**config.mk**
```make
export PLATFORM = sky130hd
export DESIGN_NAME = multicycle_controller_flat
export DESIGN_NICKNAME = d
export VERILOG_FILES = /design/src/rtl/multicycle_controller_pkg.sv /design/src/rtl/multicycle_controller_if.sv /design/src/rtl/multicycle_controller_alu_decoder.sv /design/src/rtl/multicycle_controller.sv /design/src/flat_wrapper.sv
export SDC_FILE = /design/constraint.sdc
export NUM_CORES = 1
export LEC_CHECK = 0
export CAP_MARGIN = 10
export CORE_UTILIZATION = 42
export DETAILED_ROUTE_END_ITERATION = 12
export GPL_TIMING_DRIVEN = 1
export MAX_ROUTING_LAYER = met4
export PLACE_DENSITY = 0.85
export SYNTH_ARGS = -nofsm -noshare
export SYNTH_HDL_FRONTEND = slang
export SYNTH_SLANG_ARGS = --single-unit
```
**constraint.sdc**
```tcl
create_clock -name CLK -period 4.2 [get_ports CLK]
set_clock_uncertainty 0.2 [all_clocks]
set_input_delay 0.84 -clock CLK [delete_from_list [all_inputs] [get_ports CLK]]
set_output_delay 0.84 -clock CLK [all_outputs]
set_load 0.02 [all_outputs]
```
**src/rtl/multicycle_controller_pkg.sv**
```systemverilog
// Shared types and encodings for the multicycle RV32I control unit.
// State encodings are exported on state_dbg and must stay stable.
package mc_ctrl_pkg;

    typedef enum logic [3:0] {
        S_FETCH    = 4'd0,
        S_DECODE   = 4'd1,
        S_MEMADR   = 4'd2,
        S_MEMREAD  = 4'd3,
        S_MEMWB    = 4'd4,
        S_MEMWRITE = 4'd5,
        S_EXECR    = 4'd6,
        S_EXECI    = 4'd7,
        S_ALUWB    = 4'd8,
        S_BEQ      = 4'd9,
        S_JAL      = 4'd10
    } state_e;

    typedef enum logic [1:0] {
        ALUOP_ADD = 2'b00,
        ALUOP_SUB = 2'b01,
        ALUOP_R   = 2'b10
    } aluop_e;

    localparam logic [6:0] OP_LW   = 7'b0000011;
    localparam logic [6:0] OP_SW   = 7'b0100011;
    localparam logic [6:0] OP_R    = 7'b0110011;
    localparam logic [6:0] OP_IALU = 7'b0010011;
    localparam logic [6:0] OP_BEQ  = 7'b1100011;
    localparam logic [6:0] OP_JAL  = 7'b1101111;

    localparam logic [2:0] ALU_ADD = 3'b000;
    localparam logic [2:0] ALU_SUB = 3'b001;
    localparam logic [2:0] ALU_AND = 3'b010;
    localparam logic [2:0] ALU_OR  = 3'b011;
    localparam logic [2:0] ALU_SLT = 3'b101;

    localparam logic [1:0] RES_ALUOUT    = 2'b00;
    localparam logic [1:0] RES_DATA      = 2'b01;
    localparam logic [1:0] RES_ALURESULT = 2'b10;

    localparam logic [1:0] SRCA_PC    = 2'b00;
    localparam logic [1:0] SRCA_OLDPC = 2'b01;
    localparam logic [1:0] SRCA_A     = 2'b10;

    localparam logic [1:0] SRCB_B    = 2'b00;
    localparam logic [1:0] SRCB_IMM  = 2'b01;
    localparam logic [1:0] SRCB_FOUR = 2'b10;

    localparam logic [1:0] IMM_I = 2'b00;
    localparam logic [1:0] IMM_S = 2'b01;
    localparam logic [1:0] IMM_B = 2'b10;
    localparam logic [1:0] IMM_J = 2'b11;

endpackage

```
**src/rtl/multicycle_controller_if.sv**
```systemverilog
// Control bundle between the multicycle controller (master) and datapath (slave).
interface multicycle_controller_if;
    logic [6:0] op;
    logic [2:0] funct3;
    logic       funct7b5;
    logic       ZERO;
    logic       mem_ready;
    logic       PCWrite;
    logic       AdrSrc;
    logic       MemWrite;
    logic       IRWrite;
    logic       RegWrite;
    logic [1:0] ResultSrc;
    logic [1:0] ALUSrcA;
    logic [1:0] ALUSrcB;
    logic [2:0] ALUControl;
    logic [1:0] immSrc;
    logic       illegal_instr;
    logic [3:0] state_dbg;

    modport master (
        input  op, funct3, funct7b5, ZERO, mem_ready,
        output PCWrite, AdrSrc, MemWrite, IRWrite, RegWrite, ResultSrc,
               ALUSrcA, ALUSrcB, ALUControl, immSrc, illegal_instr, state_dbg
    );

    modport slave (
        output op, funct3, funct7b5, ZERO, mem_ready,
        input  PCWrite, AdrSrc, MemWrite, IRWrite, RegWrite, ResultSrc,
               ALUSrcA, ALUSrcB, ALUControl, immSrc, illegal_instr, state_dbg
    );
endinterface

```
**src/rtl/multicycle_controller_alu_decoder.sv**
```systemverilog
// Maps ALUOp plus instruction function fields to the ALU operation code.
module alu_decoder
    import mc_ctrl_pkg::*;
(
    input  aluop_e     alu_op,
    input  logic [2:0] funct3,
    input  logic       op5,
    input  logic       funct7b5,
    output logic [2:0] alu_control
);

    always_comb begin
        alu_control = ALU_ADD;
        case (alu_op)
            ALUOP_ADD: alu_control = ALU_ADD;
            ALUOP_SUB: alu_control = ALU_SUB;
            ALUOP_R: begin
                case (funct3)
                    // Only R-type distinguishes sub; I-ALU with bit 30 set is still addi.
                    3'b000:  alu_control = (op5 & funct7b5) ? ALU_SUB : ALU_ADD;
                    3'b010:  alu_control = ALU_SLT;
                    3'b110:  alu_control = ALU_OR;
                    3'b111:  alu_control = ALU_AND;
                    default: alu_control = ALU_ADD;
                endcase
            end
            default: alu_control = ALU_ADD;
        endcase
    end

endmodule

```
**src/rtl/multicycle_controller.sv**
```systemverilog
// Moore FSM sequencing the shared multicycle RV32I datapath, plus immediate-format decode.
module multicycle_controller
    import mc_ctrl_pkg::*;
(
    input  logic                      CLK,
    input  logic                      reset,
    multicycle_controller_if.master   bus
);

    state_e     state_q, state_d;
    aluop_e     alu_op;
    logic       pc_update;
    logic       branch;
    logic [2:0] alu_control;

    always_ff @(posedge CLK) begin
        if (reset) state_q <= S_FETCH;
        else       state_q <= state_d;
    end

    always_comb begin
        state_d = state_q;
        case (state_q)
            S_FETCH:  state_d = bus.mem_ready ? S_DECODE : S_FETCH;
            S_DECODE: begin
                case (bus.op)
                    OP_LW, OP_SW: state_d = S_MEMADR;
                    OP_R:         state_d = S_EXECR;
                    OP_IALU:      state_d = S_EXECI;
                    OP_BEQ:       state_d = S_BEQ;
                    OP_JAL:       state_d = S_JAL;
                    default:      state_d = S_FETCH;
                endcase
            end
            S_MEMADR:   state_d = (bus.op == OP_SW) ? S_MEMWRITE : S_MEMREAD;
            S_MEMREAD:  state_d = bus.mem_ready ? S_MEMWB : S_MEMREAD;
            S_MEMWB:    state_d = S_FETCH;
            S_MEMWRITE: state_d = bus.mem_ready ? S_FETCH : S_MEMWRITE;
            S_EXECR:    state_d = S_ALUWB;
            S_EXECI:    state_d = S_ALUWB;
            S_ALUWB:    state_d = S_FETCH;
            S_BEQ:      state_d = S_FETCH;
            S_JAL:      state_d = S_ALUWB;
            default:    state_d = S_FETCH;
        endcase
    end

    always_comb begin
        pc_update         = 1'b0;
        branch            = 1'b0;
        alu_op            = ALUOP_ADD;
        bus.AdrSrc        = 1'b0;
        bus.MemWrite      = 1'b0;
        bus.IRWrite       = 1'b0;
        bus.RegWrite      = 1'b0;
        bus.ResultSrc     = RES_ALUOUT;
        bus.ALUSrcA       = SRCA_PC;
        bus.ALUSrcB       = SRCB_B;
        bus.illegal_instr = 1'b0;
        case (state_q)
            S_FETCH: begin
                bus.ALUSrcB   = SRCB_FOUR;
                bus.ResultSrc = RES_ALURESULT;
                bus.IRWrite   = bus.mem_ready;
                pc_update     = bus.mem_ready;
            end
            S_DECODE: begin
                bus.ALUSrcA = SRCA_OLDPC;
                bus.ALUSrcB = SRCB_IMM;
                case (bus.op)
                    OP_LW, OP_SW, OP_R, OP_IALU, OP_BEQ, OP_JAL: bus.illegal_instr = 1'b0;
                    default:                                      bus.illegal_instr = 1'b1;
                endcase
            end
            S_MEMADR: begin
                bus.ALUSrcA = SRCA_A;
                bus.ALUSrcB = SRCB_IMM;
            end
            S_MEMREAD:  bus.AdrSrc = 1'b1;
            S_MEMWB: begin
                bus.ResultSrc = RES_DATA;
                bus.RegWrite  = 1'b1;
            end
            S_MEMWRITE: begin
                bus.AdrSrc   = 1'b1;
                bus.MemWrite = 1'b1;
            end
            S_EXECR: begin
                bus.ALUSrcA = SRCA_A;
                alu_op      = ALUOP_R;
            end
            S_EXECI: begin
                bus.ALUSrcA = SRCA_A;
                bus.ALUSrcB = SRCB_IMM;
                alu_op      = ALUOP_R;
            end
            S_ALUWB:    bus.RegWrite = 1'b1;
            S_BEQ: begin
                bus.ALUSrcA = SRCA_A;
                alu_op      = ALUOP_SUB;
                branch      = 1'b1;
            end
            S_JAL: begin
                bus.ALUSrcA = SRCA_OLDPC;
                bus.ALUSrcB = SRCB_FOUR;
                pc_update   = 1'b1;
            end
            default: ;
        endcase
        bus.PCWrite = pc_update | (branch & bus.ZERO);
        // Reset masks every state-changing strobe, even when it lands mid-instruction.
        if (reset) begin
            bus.PCWrite       = 1'b0;
            bus.IRWrite       = 1'b0;
            bus.MemWrite      = 1'b0;
            bus.RegWrite      = 1'b0;
            bus.illegal_instr = 1'b0;
        end
    end

    always_comb begin
        case (bus.op)
            OP_LW, OP_IALU: bus.immSrc = IMM_I;
            OP_SW:          bus.immSrc = IMM_S;
            OP_BEQ:         bus.immSrc = IMM_B;
            OP_JAL:         bus.immSrc = IMM_J;
            default:        bus.immSrc = IMM_I;
        endcase
    end

    alu_decoder u_alu_decoder (
        .alu_op      (alu_op),
        .funct3      (bus.funct3),
        .op5         (bus.op[5]),
        .funct7b5    (bus.funct7b5),
        .alu_control (alu_control)
    );

    assign bus.ALUControl = alu_control;
    assign bus.state_dbg  = state_q;

endmodule
```
**src/flat_wrapper.sv**
```systemverilog
// flat-port wrapper written by rule: the top's interface ports become plain ports
module multicycle_controller_flat import mc_ctrl_pkg::*;
  (CLK, reset, bus_op, bus_funct3, bus_funct7b5, bus_ZERO, bus_mem_ready, bus_PCWrite, bus_AdrSrc, bus_MemWrite, bus_IRWrite, bus_RegWrite, bus_ResultSrc, bus_ALUSrcA, bus_ALUSrcB, bus_ALUControl, bus_immSrc, bus_illegal_instr, bus_state_dbg);
  multicycle_controller_if bus_i ();
  input  logic CLK;
  input  logic reset;
  input wire logic [$bits(bus_i.op)-1:0] bus_op;
  input wire logic [$bits(bus_i.funct3)-1:0] bus_funct3;
  input wire logic [$bits(bus_i.funct7b5)-1:0] bus_funct7b5;
  input wire logic [$bits(bus_i.ZERO)-1:0] bus_ZERO;
  input wire logic [$bits(bus_i.mem_ready)-1:0] bus_mem_ready;
  output wire logic [$bits(bus_i.PCWrite)-1:0] bus_PCWrite;
  output wire logic [$bits(bus_i.AdrSrc)-1:0] bus_AdrSrc;
  output wire logic [$bits(bus_i.MemWrite)-1:0] bus_MemWrite;
  output wire logic [$bits(bus_i.IRWrite)-1:0] bus_IRWrite;
  output wire logic [$bits(bus_i.RegWrite)-1:0] bus_RegWrite;
  output wire logic [$bits(bus_i.ResultSrc)-1:0] bus_ResultSrc;
  output wire logic [$bits(bus_i.ALUSrcA)-1:0] bus_ALUSrcA;
  output wire logic [$bits(bus_i.ALUSrcB)-1:0] bus_ALUSrcB;
  output wire logic [$bits(bus_i.ALUControl)-1:0] bus_ALUControl;
  output wire logic [$bits(bus_i.immSrc)-1:0] bus_immSrc;
  output wire logic [$bits(bus_i.illegal_instr)-1:0] bus_illegal_instr;
  output wire logic [$bits(bus_i.state_dbg)-1:0] bus_state_dbg;
  assign bus_i.op = bus_op;
  assign bus_i.funct3 = bus_funct3;
  assign bus_i.funct7b5 = bus_funct7b5;
  assign bus_i.ZERO = bus_ZERO;
  assign bus_i.mem_ready = bus_mem_ready;
  assign bus_PCWrite = bus_i.PCWrite;
  assign bus_AdrSrc = bus_i.AdrSrc;
  assign bus_MemWrite = bus_i.MemWrite;
  assign bus_IRWrite = bus_i.IRWrite;
  assign bus_RegWrite = bus_i.RegWrite;
  assign bus_ResultSrc = bus_i.ResultSrc;
  assign bus_ALUSrcA = bus_i.ALUSrcA;
  assign bus_ALUSrcB = bus_i.ALUSrcB;
  assign bus_ALUControl = bus_i.ALUControl;
  assign bus_immSrc = bus_i.immSrc;
  assign bus_illegal_instr = bus_i.illegal_instr;
  assign bus_state_dbg = bus_i.state_dbg;
  multicycle_controller u_core (.CLK(CLK), .reset(reset), .bus(bus_i));
endmodule
```
Word-level counts from Yosys, hierarchy flattened
Index checks and enable logic that the tools add are counted.
{ "totals": {"ff_bits": 4, "wordCells": 64} }
{ "op_classes": {"bitwise_logic": 3, "reduce_logical": 12, "muxes": 27, "n_eq_ne": 21} }
{ "ops": {"columns": ["op", "n"], "rows": [
  ["one-hot mux 4 bit (6 select lines)", 1],
  ["one-hot mux 4 bit (5 select lines)", 1],
  ["== test 4 x 3 -> 1 bit, second input constant", 4],
  ["one-hot mux 2 bit (2 select lines)", 4],
  ["== test 7 x 6 -> 1 bit, second input constant", 2],
  ["== test 7 bit, second input constant", 2],
  ["2-to-1 mux 1 bit", 14],
  ["== test 4 bit, second input constant", 3],
  ["one-hot mux 3 bit (4 select lines)", 1],
  ["OR reduction 2 bit", 6],
  ["2-to-1 mux 3 bit", 3],
  ["== test 4 x 2 -> 1 bit, second input constant", 2],
  ["== test 7 x 2 -> 1 bit, second input constant", 1],
  ["== test 7 x 5 -> 1 bit, second input constant", 1],
  ["== test 3 bit, second input constant", 2],
  ["one-hot mux 2 bit (3 select lines)", 1],
  ["one-hot mux 3 bit (2 select lines)", 1],
  ["OR reduction 3 bit", 2],
  ["OR reduction 6 bit", 1],
  ["== test 4 x 1 -> 1 bit, second input constant", 1],
  ["zero test 4 bit", 1],
  ["OR reduction 4 bit", 1],
  ["== test 3 x 2 -> 1 bit, second input constant", 1],
  ["zero test 3 bit", 1],
  ["other kinds (5)", 6]
]} }

Depth between registers and ports, before layout
Gate-level depths: netlist of the first run.
{ "logic_depth": {"word_depth": 5, "ltp_mapped": 7, "mapped_depth_nobuf": 7} }

Cells and area by module
Synthesis of the first run repeated with hierarchy kept, for this count alone.
{ "hier_totals": {"cells_unflattened": 91, "hier_area_um2": 754.5} }
{ "by_module_without_submodules": {"columns": ["mod", "n_inst", "area_each_um2", "seq_area_each_um2", "cells_each"], "rows": [
  ["multicycle_controller", 1, 658.1, 80.1, 80],
  ["alu_decoder", 1, 96.3, 0.0, 11]
]} }

Least setup slack after synthesis of the first run
No wires, ideal clock.
{ "synth_timing": {"path_kind": "reg-to-output", "from": "register u_core.state_q[3] (netlist: u_core.bus.state_dbg[3])", "to": "output port bus_ALUControl[2]", "slack_ns": 1.032, "path_stages_with_launch": 7, "arrival_time_ns": 2.128, "path_cell_list": "dfxtp_1 -> buf_1 -> nor2b_1 -> nand2_1 -> inv_1 -> ha_1 -> nor4_1"} }
{ "synth_between": {"elab_chain_len": 5, "elab_cells_between_ends": 8} }
{ "synth_lines": {"columns": ["item", "line", "source"], "rows": [
  ["start, declared", "multicycle_controller.sv:10", "state_e state_q, state_d;"],
  ["start signal, assigned", "multicycle_controller.sv:18", "else state_q <= state_d;"],
  ["== test 4 x 3 -> 1 bit", "multicycle_controller.sv:60", "case (state_q)"],
  ["OR reduction 2 bit (no source line)", null, null],
  ["one-hot mux 2 bit (2 select lines) *", "multicycle_controller.sv:60", null],
  ["== test 2 bit or == test 2 x 1 -> 1 bit (tied branches)", "multicycle_controller_alu_decoder.sv:14", "case (alu_op)"],
  ["one-hot mux 3 bit (2 select lines) *", "multicycle_controller_alu_decoder.sv:14", null],
  ["end, declared", "flat_wrapper.sv:20", "output wire logic [$bits(bus_i.ALUControl)-1:0] bus_ALUControl;"]
]} }
Every way passes the cells marked *; elsewhere a longest branch is shown, timed or not.

Worst setup path after layout of the first run
{ "layout_timing": {"from": "input port bus_op[5]", "to": "output port bus_illegal_instr"} }
{ "layout_between": {"elab_chain_len": 5, "elab_cells_between_ends": 10} }
{ "layout_lines": {"columns": ["item", "line", "source"], "rows": [
  ["start, declared", "flat_wrapper.sv:7", "input wire logic [$bits(bus_i.op)-1:0] bus_op;"],
  ["== test 7 x 2 -> 1 bit, or another cell as far along", "multicycle_controller.sv:70", "case (bus.op)"],
  ["OR reduction 6 bit *", "multicycle_controller.sv:70", null],
  ["2-to-1 mux 1 bit *", "multicycle_controller.sv:70", null],
  ["2-to-1 mux 1 bit *", "multicycle_controller.sv:60", null],
  ["2-to-1 mux 1 bit *", "multicycle_controller.sv:112", "if (reset) begin"],
  ["end, declared", "flat_wrapper.sv:22", "output wire logic [$bits(bus_i.illegal_instr)-1:0] bus_illegal_instr;"]
]} }
Marks and branches as above.

==> results of run 1 <==
worst max-delay path, delay by kind of cell:
kind | cells | cell delay (ns)
buf+inv | 2 | 1.12
compound gates | 2 | 0.33
simple gates | 1 | 0.48
per-stage QoR:
stage	util [%]	instances
floorplan	-	96
global placement	69.5	144
detailed placement	69.5	144
CTS	71.0	147
global route	71.0	147
finish	71.0	147
cell families after synthesis:
| family | after synthesis | share of synthesized area (%) |
|---|---|---|
| AND/OR/NAND/NOR | 54 | 48.9 |
| AO/OA/AOI/OAI | 25 | 27.1 |
| buffers and inverters | 8 | 4.76 |
| flip-flops | 4 | 11.7 |
| XOR/XNOR | 3 | 3.85 |
| adder cells (fa/ha/maj) | 2 | 3.66 |
placed cells by master, fill, tap and decap left out, types with 2 or more instances in the layout:
cell type and count:
clkdlybuf4s50_1 35, nand2_1 7, a21oi_1 6, nor3_1 6, nor2_1 5, nor2b_1 5
nor3b_1 4, and3_1 4, nand2b_1 4, o21ai_0 4, dfxtp_1 4, inv_1 3
clkbuf_4 3, or2_2 2, and4b_1 2, xnor2_1 2, nand4_1 2, a211oi_1 2
nand3b_1 2, or3b_1 2, and3b_1 2, ha_1 2, buf_4 2
how the worst min path moves through the flow:
| stage | from | to | slack, ns | cells after the start |
|---|---|---|---|---|
| floorplan | u_core.bus.state_dbg[3] | u_core.bus.state_dbg[3] | 0.54 | 2 |
| global placement | u_core.bus.state_dbg[2] | u_core.bus.state_dbg[2] | 0.43 | 3 |
| detailed placement | u_core.bus.state_dbg[2] | u_core.bus.state_dbg[2] | 0.44 | 3 |
| CTS | u_core.bus.state_dbg[2] | u_core.bus.state_dbg[2] | 0.45 | 3 |
| global route | u_core.bus.state_dbg[0] | u_core.bus.state_dbg[2] | 0.55 | 3 |
| finish | u_core.bus.state_dbg[2] | u_core.bus.state_dbg[2] | 0.46 | 3 |
power breakdown:
group	leakage (nW)	switching, W	internal, W
Clock	0.0138	0.0000153	0.0000319
Sequential	0.0325	0.000000563	0.0000389
Combinational	0.361	0.0000289	0.0000310
area by class of cell:
cell class	count	area, sq um
Multi-Input combinational cell	84	571
Fill cell	134	437
Timing Repair Buffer	37	365
Sequential cell	4	80.1
Clock buffer	3	22.5
Tap cell	16	20.0
Inverter	3	11.3
routing by layer:
layer	global-route usage, %	wire length (um)	part of all wire (%)
met1	29.5	811	40
met2	43.7	1030	51
met3	3.88	166	8.2
met4	5.63	11	0.55
met5	-	0	0
==> impl_metrics.json, run 1 <==
{
  "start_util_pct": 45.3,
  "synthTopCellsByCount": "nand2_1, a21oi_1, nor3_1",
  "timing.final.crit_share_pct": 90.8,
  "io_buffers": 35,
  "grt_start_max_net_pins": 21,
  "n_antenna_cell": 0,
  "worstReg2RegEnd": "u_core.bus.state_dbg[0]",
  "drt-initial-drc-count": 26,
  "overflow": 0,
  "async_flop_share_pct": 0,
  "drive_above_1_share_pct": 7.63,
  "clock_latency_ns": 0.23,
  "ys_dominant_reg_cell": "dfxtp_1",
  "cap_violations": 0,
  "cts_sinks": 4,
  "yosysSeqAreaShare_pct": 11.7,
  "slowest_stage": "clkdlybuf4s50_1",
  "clkTransAtPathRegs_ns": 0.04,
  "slowest_delay_ns": 0.57,
  "cts_made_buffers": 3,
  "dieArea_sq_um": 1790,
  "num_vias": 861,
  "rsz0062_at_grt": "false",
  "rows": 14,
  "vdd_drop_max_mv": 0.0911,
  "total_power_w": 0.000146,
  "drt-total-wl_mm": 2.02,
  "cts_tree": "yes",
  "yosys_register_bits": 4,
  "yosys-top-cells-area": "dfxtp_1, nor2b_1, a21oi_1",
  "finalSetupTns_ns": 0,
  "area_delta_synth_final_pct": 56.6,
  "largest_reg_flops": 4,
  "worstPathRequired_ns": 3.16,
  "endpoint": "bus_illegal_instr",
  "die_w_um": 42.3,
  "power.density_nw_per_um2": 137,
  "ctsResizeCount": 0,
  "post_cts_buffers": 0,
  "ant_nets": 0,
  "path_class": "input pin to output pin",
  "worst_hold_slack_ns": 0.456,
  "p_leak_nw": 0.407,
  "path_cells": "clkdlybuf4s50_1, or3b_1, a211oi_1, a311oi_1, clkdlybuf4s50_1",
  "postCtsHoldBufs": 0,
  "path_max_fanout": 9,
  "rrSetupSlack_ns": 2.40,
  "syn_nets": 113,
  "syn-cell-area_sq_um": 683,
  "cp-startpoint": "bus_op[5]",
  "yosysWarnings": 0,
  "end_kind": "output pin",
  "place_ws_ns": 0.393,
  "post-synth-top-count-cell": "nand2_1",
  "worst_ep_arrival_time_ns": 2.77,
  "synth_edf_count": 0,
  "antenna_found_initial": 0,
  "finalSetupViolations": 0,
  "yosysUniqueCellTypes": 44,
  "cts.path.max_buffers": 2,
  "setup_slack_ns": 0.388,
  "max_freq_mhz": 262,
  "cp_common_cell": "clkdlybuf4s50_1",
  "postSynthCellCount": 96,
  "outcome": "finished, final reports clean",
  "worst-slew-pin-transition_ns": 0.637,
  "gp_congestion": 0.794,
  "cp-start-kind": "input pin",
  "yosysTopAreaCellShare_pct": 11.7,
  "grtUsageTotal_pct": 24.8,
  "drc": 0,
  "finalCriticalPeriod_ns": 3.81,
  "dpl.hpwl_mm": 1.53,
  "syn_area_per_cell_sq_um": 7.12,
  "viasPerCell": 5.86,
  "postPlaceCellArea_sq_um": 1050,
  "core_sq_um": 1510,
  "hold_viol_final": 0,
  "drv_slew": 0,
  "die_h_um": 42.3,
  "slew_headroom_pct": 57.5,
  "cts_root_buf": "clkbuf_4",
  "rr_worst_depth": 3,
  "nets": 150,
  "io_pins": 36,
  "grt_pass1_wl_mm": 3.41,
  "dr.pass1.iters": 4,
  "synth_area_leader_cell": "dfxtp_1",
  "routedWlPerCell_um": 13.7,
  "hp-class": "flip-flop to flip-flop",
  "final_area_sq_um": 1070,
  "htreeDepth": 1,
  "r2r-start": "u_core.bus.state_dbg[1]",
  "grt_pass1_vias": 771
}
Power figures use the tool's default switching activity.
==> inputs of run 2 (changes only) <==
--- a/config.mk
+++ b/config.mk
@@ -6,11 +6,12 @@
 export NUM_CORES = 1
 export LEC_CHECK = 0
 export CAP_MARGIN = 10
-export CORE_UTILIZATION = 42
+export CORE_UTILIZATION = 43
+export CTS_BUF_LIST = sky130_fd_sc_hd__clkbuf_4 sky130_fd_sc_hd__clkbuf_8
 export DETAILED_ROUTE_END_ITERATION = 12
 export GPL_TIMING_DRIVEN = 1
 export MAX_ROUTING_LAYER = met4
-export PLACE_DENSITY = 0.85
+export PLACE_DENSITY = 0.87
 export SYNTH_ARGS = -nofsm -noshare
 export SYNTH_HDL_FRONTEND = slang
 export SYNTH_SLANG_ARGS = --single-unit
==> run 2 against run 1 <==
Against the previous run: routed wire length up 4.7%; hold slack worse by 0.0080 ns; cell count grew 0.68%; sequential cell count is the same; sequential power about the same; non-clock buffer count increased by 1; first-iteration DRC count rose by 12%; via count is 2.7% higher; total power up 4.0%; fmax rose by 0.16%; largest cell class unchanged; largest power group unchanged.
==> impl_metrics.json, run 2 (synthesis results as in run 1) <==
{
  "vdd_drop_max_mv": 0.0874,
  "start_util_pct": 45.9,
  "area_delta_synth_final_pct": 57.7,
  "overflow": 0,
  "dpl.hpwl_mm": 1.59,
  "use_met3_pct": 4.35,
  "dieArea_sq_um": 1750,
  "final_area_sq_um": 1080,
  "largest_reg_flops": 4,
  "cap_violations": 0,
  "clkTransAtPathRegs_ns": 0.04,
  "postCtsHoldBufs": 0,
  "outcome": "finished, final reports clean",
  "drv_slew": 0,
  "worst_ep_arrival_time_ns": 2.77,
  "use_met2_pct": 45.3,
  "post_cts_buffers": 0,
  "power.density_nw_per_um2": 141,
  "rows": 14,
  "io_pins": 36,
  "final_cell_mix": "clkdlybuf4s50_1, nand2_1, a21oi_1, nor3_1",
  "finalNonFillerCells": 148,
  "ant_nets": 0,
  "drc": 0,
  "setup_slack_ns": 0.394,
  "postPlaceCellArea_sq_um": 1050,
  "dp.cells": 145,
  "die_h_um": 41.9,
  "drive_above_1_share_pct": 8.33,
  "worst-slew-pin-transition_ns": 0.486,
  "finalSetupTns_ns": 0,
  "timing.final.crit_share_pct": 90.6,
  "path_class": "input pin to output pin",
  "place_ws_ns": 0.408,
  "top_usage_layer": "met2",
  "drt-total-wl_mm": 2.11,
  "grt_pass1_vias": 802,
  "cts_sinks": 4,
  "n_antenna_cell": 0,
  "rsz0062_at_grt": "false",
  "cts_made_buffers": 3,
  "p_leak_nw": 0.412,
  "cp-start-kind": "input pin",
  "io_buffers": 35,
  "grt_pass1_wl_mm": 3.65,
  "drt-initial-drc-count": 29,
  "grt_start_max_net_pins": 20,
  "grtUsageTotal_pct": 27.5,
  "core_sq_um": 1490,
  "die_w_um": 41.9,
  "hold_viol_final": 0,
  "dr.pass1.iters": 4,
  "routedWlPerCell_um": 14.3,
  "cts_root_buf": "clkbuf_4",
  "ctsResizeCount": 0,
  "finalCriticalPeriod_ns": 3.81,
  "antenna_found_initial": 0,
  "finalSetupViolations": 0,
  "cts.path.max_buffers": 2,
  "viasPerCell": 5.97,
  "nets": 151,
  "path_max_fanout": 9,
  "hp-class": "flip-flop to flip-flop",
  "num_vias": 884,
  "cts_tree": "yes",
  "slew_headroom_pct": 67.5,
  "htreeDepth": 1,
  "clock_latency_ns": 0.25,
  "met1_usage_pct": 33.2,
  "worstPathRequired_ns": 3.16,
  "layout_commonest_cell": "clkdlybuf4s50_1",
  "gp_congestion": 0.838,
  "total_power_w": 0.000152,
  "max_freq_mhz": 263,
  "end_kind": "output pin"
}
## run 2: cell types whose count changed in the layout (fill, tap and decap cells not counted)
cell | before | now
buf_4 | 2 | 3
## run 2: routing by layer
metal  vias to the layer above  wire length [um]  part of all wire [%]
met5                         -                 0                     0
met1                       397               874                    41
met4                         0                33                   1.6
met3                         3               119                   5.6
li1                        446                 -                     -
met2                        38              1080                    51
## run 2: worst paths after layout
check / from / endpoint / slack, ns / depth (start not counted)
setup reg to reg: u_core.bus.state_dbg[0] / u_core.bus.state_dbg[0] / 2.52 / 4
hold / removal: u_core.bus.state_dbg[2] / u_core.bus.state_dbg[2] / 0.45 / 3
setup / recovery: bus_op[5] / bus_illegal_instr / 0.39 / 5
hold reg to reg: u_core.bus.state_dbg[2] / u_core.bus.state_dbg[2] / 0.45 / 3
## run 2: power breakdown
part	switching, W	leakage [nW]	total [W]	internal, W
logic	0.0000296	0.366	0.0000606	0.0000310
registers	0.000000400	0.0325	0.0000392	0.0000388
clock network	0.0000202	0.0138	0.0000524	0.0000322
## run 2: final cells by class
class                      count  area (sq um)
clock buffer                   3          22.5
sequential                     4          80.1
fill                         138           412
timing repair buffer          38           373
tap                           16          20.0
inverter                       3          11.3
multi-input combinational     84           571
## run 2: worst max-delay path, stage by stage
cell             delay [ns]
clkdlybuf4s50_1        0.56
or3b_1                 0.48
a211oi_1               0.26
a311oi_1               0.08
clkdlybuf4s50_1        0.55
## run 2: per-stage QoR
step,utilization (%),hold slack [ns]
finish,72.4,0.448
global route,72.4,0.513
CTS,72.4,0.451
detailed placement,70.8,0.445
global placement,70.8,0.431
floorplan,-,0.536
==> inputs of run 3 (changes only) <==
--- a/config.mk
+++ b/config.mk
@@ -5,7 +5,7 @@
 export SDC_FILE = /design/constraint.sdc
 export NUM_CORES = 1
 export LEC_CHECK = 0
-export CAP_MARGIN = 10
+export ABC_CLOCK_PERIOD_IN_PS = 4200
 export CORE_UTILIZATION = 43
 export CTS_BUF_LIST = sky130_fd_sc_hd__clkbuf_4 sky130_fd_sc_hd__clkbuf_8
 export DETAILED_ROUTE_END_ITERATION = 12
==> results of run 3 <==
Same layout as run 2: the final DEF is identical, and so are final timing and power.
